File: src/rtl/key_expansion_192.sv
// One registered step of the AES-192 key schedule: six input words become the
// next six expanded-key words. The S-box is computed as GF(2^8) inverse plus affine map.
module key_expansion_192 (
    input  logic         clk,
    input  logic         rst_n,
    input  logic         valid_i,
    input  logic [191:0] KeyI,
    input  logic [31:0]  rcon,
    output logic [191:0] KeyF,
    output logic         valid_o
);

    // Multiply in GF(2^8) modulo x^8 + x^4 + x^3 + x + 1.
    function automatic logic [7:0] gf_mul(input logic [7:0] a, input logic [7:0] b);
        logic [7:0] p;
        logic [7:0] s;
        p = 8'h00;
        s = a;
        for (int i = 0; i < 8; i++) begin
            if (b[i]) p = p ^ s;
            s = {s[6:0], 1'b0} ^ (s[7] ? 8'h1b : 8'h00);
        end
        return p;
    endfunction

    // Multiplicative inverse as x^254; maps 0 to 0 as the S-box requires.
    function automatic logic [7:0] gf_inv(input logic [7:0] x);
        logic [7:0] x2, x3, x6, x12, x15, x30, x60, x120, x240, x252;
        x2   = gf_mul(x, x);
        x3   = gf_mul(x2, x);
        x6   = gf_mul(x3, x3);
        x12  = gf_mul(x6, x6);
        x15  = gf_mul(x12, x3);
        x30  = gf_mul(x15, x15);
        x60  = gf_mul(x30, x30);
        x120 = gf_mul(x60, x60);
        x240 = gf_mul(x120, x120);
        x252 = gf_mul(x240, x12);
        return gf_mul(x252, x2);
    endfunction

    function automatic logic [7:0] sbox(input logic [7:0] b);
        logic [7:0] v;
        v = gf_inv(b);
        return v ^ {v[6:0], v[7]} ^ {v[5:0], v[7:6]} ^ {v[4:0], v[7:5]}
                 ^ {v[3:0], v[7:4]} ^ 8'h63;
    endfunction

    logic [31:0]  rot;
    logic [31:0]  temp;
    logic [31:0]  n0, n1, n2, n3, n4, n5;
    logic [191:0] next_key;

    always_comb begin
        rot  = {KeyI[23:0], KeyI[31:24]};
        temp = {sbox(rot[31:24]), sbox(rot[23:16]), sbox(rot[15:8]), sbox(rot[7:0])} ^ rcon;
        n0   = KeyI[191:160] ^ temp;
        n1   = KeyI[159:128] ^ n0;
        n2   = KeyI[127:96]  ^ n1;
        n3   = KeyI[95:64]   ^ n2;
        n4   = KeyI[63:32]   ^ n3;
        n5   = KeyI[31:0]    ^ n4;
        next_key = {n0, n1, n2, n3, n4, n5};
    end

    // valid_i is a capture strobe with no backpressure: every cycle it is high the
    // inputs are consumed, and valid_o marks the cycle whose KeyF holds that result.
    always_ff @(posedge clk or negedge rst_n) begin
        if (!rst_n) begin
            KeyF    <= 192'h0;
            valid_o <= 1'b0;
        end else begin
            valid_o <= valid_i;
            if (valid_i) KeyF <= next_key;
        end
    end

endmodule

File: config.mk
export PLATFORM = sky130hd
export DESIGN_NAME = key_expansion_192
export DESIGN_NICKNAME = d
export VERILOG_FILES = /design/src/rtl/key_expansion_192.sv
export SDC_FILE = /design/constraint.sdc
export NUM_CORES = 2
export LEC_CHECK = 0
export BUFFER_PORTS_ARGS = -buffer_cell sky130_fd_sc_hd__buf_4
export CAP_MARGIN = 25
export CORE_MARGIN = 4
export CORE_UTILIZATION = 23
export DETAILED_ROUTE_END_ITERATION = 7
export GPL_TIMING_DRIVEN = 0
export PLACE_DENSITY = 0.44
export SLEW_MARGIN = 5
export SYNTH_ARGS = -nofsm -noshare
export SYNTH_HDL_FRONTEND = slang
export SYNTH_SLANG_ARGS = --single-unit
File: constraint.sdc
create_clock -name clk -period 1.5 [get_ports clk]
set_clock_uncertainty 0.15 [all_clocks]
set_input_delay 0.3 -clock clk [delete_from_list [all_inputs] [get_ports clk]]
set_output_delay 0.3 -clock clk [all_outputs]
set_load 0.02 [all_outputs]
==> results.md <==
- Final Max Tran Viols: 0
- Final HPWL DP: between 150000 and 200000 um
- Top cell type by total area after synthesis: xnor2_1
- Critical path's largest stage delay: 0.53 ns
- Place WS: -20.61 ns
- Register area: 4830 um^2
- Predominant post-synthesis flop cell: dfrtp_1
- Dpl cells: slightly above 10000
- Die area: between 200000 and 300000 um^2
- Mapped Nets: between 6000 and 7000
- Drc violations: 0
- Grt ovf: 0
- Setup ws final: -15.52 ns
- Synth Instances: 6736
- Max frequency: ~60 MHz
- Period utilisation layout: 1135%
- M2 GR Usage: between 20% and 30%
- Fin crit period: roughly 17 ns
- First-pass GRT wire length: around 330000 um
- Status: complete, but fails checks
- Mapped Area: approximately 57000 um^2
- Synthesis Warnings: 0
- Total core area: 245700 um^2
- Worst Path Required: 1.83 ns
- Relative slew slack: roughly 34%
- CTS tree: yes
- Area of the multi-input gates: 60320 um^2
- Initial antenna violation count: 13
- Data arrival time of the critical path: 17.35 ns
- RSZ-0062 raised after global routing: true
- WL/cell: 19.89 um
- Site Rows: approximately 180
- Synth area leaders: xnor2_1 22%, xnor3_1 12%, dfrtp_1 8.5%
- Seq cells post-synth: 193
- Clock Root Buffer: clkbuf_16
- Critical-path top delay cell: xnor3_2
- Failing checks: negative setup slack
- Share of the synthesized area in the top cell type: a little over a fifth
- Global routing usage on met3: 1.558%
- Die X: 504.8 um
- Remaining antenna violation count: 0
- Met1 usage: roughly 22%
- Count of different cell masters after synthesis: about 120
- Post-synth ARST share: 100.0%
- Routed vias: 54300
- Sum Neg Setup Slack: -2851.49 ns
- Most Used Layer, Global Route: met2
- 1st-pass router iterations: 6
- Total CTS buffers: 17
- Critical Path Most Common Cell: xnor2_2
- IO buf count: 410
- Synthesized area per cell: about 8.4 um^2
- I/O pins: 420
- Worst Path Max Fanout: 10
- Fillers: between 20000 and 25000
- Share of cells above drive strength 1: between 30 and 40%
- Pin count of the biggest net entering global routing: between 70 and 80
- CTS Buffer Depth: 2
- Setup crit end kind: flop
- Htree depth: 4
- Number of max-cap violations: 0
- Final core occ: between 30% and 40%
- Final hold vios: 0
- Area grow syn2layout: 49.93%
- DRT iter0 DRCs: around 3600
- Worst hold path type: input pin to flop
- Vias in the first global route: roughly 52000
- Routability cong.: 0.8677
- Starting density of the core: 23.10%
- Number of vias per cell: 4.779
- Final WL: ~230000 um
- Setup violators final: about 390
- Worst setup SP type: input pin
- Final Non-Filler Cells: roughly 11000
- Post-synth EDFFs: 0
- Latest clock arrival within the worst-skew pair: about 0.57 ns
- Nets: about 8400
- Clock-pin slew on the worst setup and hold paths: about 0.11 ns
- Global Route Usage Sum: 16.62%
- Total clock sinks: 193
- Kind of critical path: input pin to flop
- Die Y: slightly above 500 um
- Seq/Total Area, Yosys: between 8 and 9%
- Slew @ Worst Pin: 0.9869 ns
## critical path, delay by kind of cell
family,cells,cell delay [ns]
adder cells (fa/ha/maj),6,1.59
multiplexers,3,0.85
AO/OA/AOI/OAI,9,1.87
buffers and inverters,13,1.83
AND/OR/NAND/NOR,7,1.09
XOR/XNOR,39,9.76
## cells in the mapped netlist, types with 17 or more instances
cell type,count
a311oi_1,20
mux2i_1,216
inv_1,105
o221ai_1,23
a221oi_1,33
a31oi_1,49
xnor2_2,90
o21a_1,24
dfrtp_1,193
ha_1,28
xnor3_1,315
xor2_2,38
nor3_1,147
xnor3_2,20
a21oi_1,245
o211ai_1,46
clkbuf_1,229
or2_2,24
buf_1,20
a21o_1,34
and2_1,44
o31ai_1,21
o21ai_0,210
nor2_1,677
nand3_1,140
buf_2,122
or3_1,30
a211oi_1,56
nand2_1,667
nor2b_1,58
o22ai_1,52
and3_1,40
xnor2_1,1401
buf_4,38
nand4_1,22
a211o_1,17
nor3b_1,20
mux2_2,202
nor4_1,30
nand2b_1,64
a22oi_1,63
xor3_1,57
xor2_1,431
a32oi_1,26
## cell usage in the layout (no fill, tap or decap), types with 126 or more instances in the layout
cell	instances
a21oi_1	214
xnor2_2	284
nor2_1	622
mux2_2	140
nand2_1	638
xnor2_1	988
nand3_1	131
dfrtp_1	193
xnor3_1	181
o21ai_0	160
mux2i_1	193
xor2_1	307
xnor2_4	232
xnor3_2	152
nor3_1	126
buf_4	1208
## cells by family after synthesis
kind of cell,after synthesis,share of synthesized area [%]
xor+xnor,2373,48.66
simple gates,2040,16.24
compound gates,1140,13.95
buf+inv,542,4.175
mux,418,7.817
flops,193,8.509
fa+ha+maj,30,0.6525
## state kept, by name, indices dropped and copies added (netlist names)
signal	cells
KeyF	192
valid_o	1
## stage by stage
step                      cell area, um^2  hold slack, ns
after floorplan                     60650         -0.1456
after global placement              67760          0.3064
after detailed placement            68160          0.1556
after CTS                           77690       -0.001832
after global routing                85080         0.03361
final                               85100         0.03778
## final timing paths
| kind | slack [ns] | endpoint | cells after the start | from |
|---|---|---|---|---|
| worst max-delay path | -15.52 | KeyF[22] | 77 | KeyI[8] |
| worst min-delay path | 0.04 | KeyF[149] | 3 | KeyI[149] |
| worst max register to register | 0.54 | KeyF[70] | 1 | KeyF[70] |
| worst min register to register | 0.36 | KeyF[25] | 1 | KeyF[25] |
| max in group asynchronous | 0.04 | KeyF[73] | 3 | rst_n |
| min in group asynchronous | 0.10 | KeyF[25] | 2 | rst_n |
## layout make-up
type	count	area share (%)
diodes	7	0.02058
plain buffers	406	3.417
clock buffers	18	0.5043
clock inverters	14	0.2073
inverters	127	0.6396
multi-input cells	6005	70.88
flip-flops and latches	193	5.675
well taps	3220	4.734
repair buffers	1373	13.92
## layer usage
| layer | vias up | part of all wire (%) | routed length [um] |
|---|---|---|---|
| met5 | - | 0 | 0 |
| met4 | 0 | 2.4 | 5381 |
| met3 | 173 | 3.5 | 7945 |
| met2 | 1243 | 51 | 114200 |
| met1 | 26800 | 44 | 98500 |
| li1 | 26090 | - | - |
## what timing repair did
action,in CTS,in global routing
gates cloned,2,9
pin swaps,386,359
endpoints found under the hold margin,204,0
hold buffers,63,0
gates resized for setup,755,790
setup buffers,443,433
endpoints found under the setup margin,385,417
Power is not shown: default switching activity piles up to over one toggle a cycle in this logic, so the estimate is an artifact.
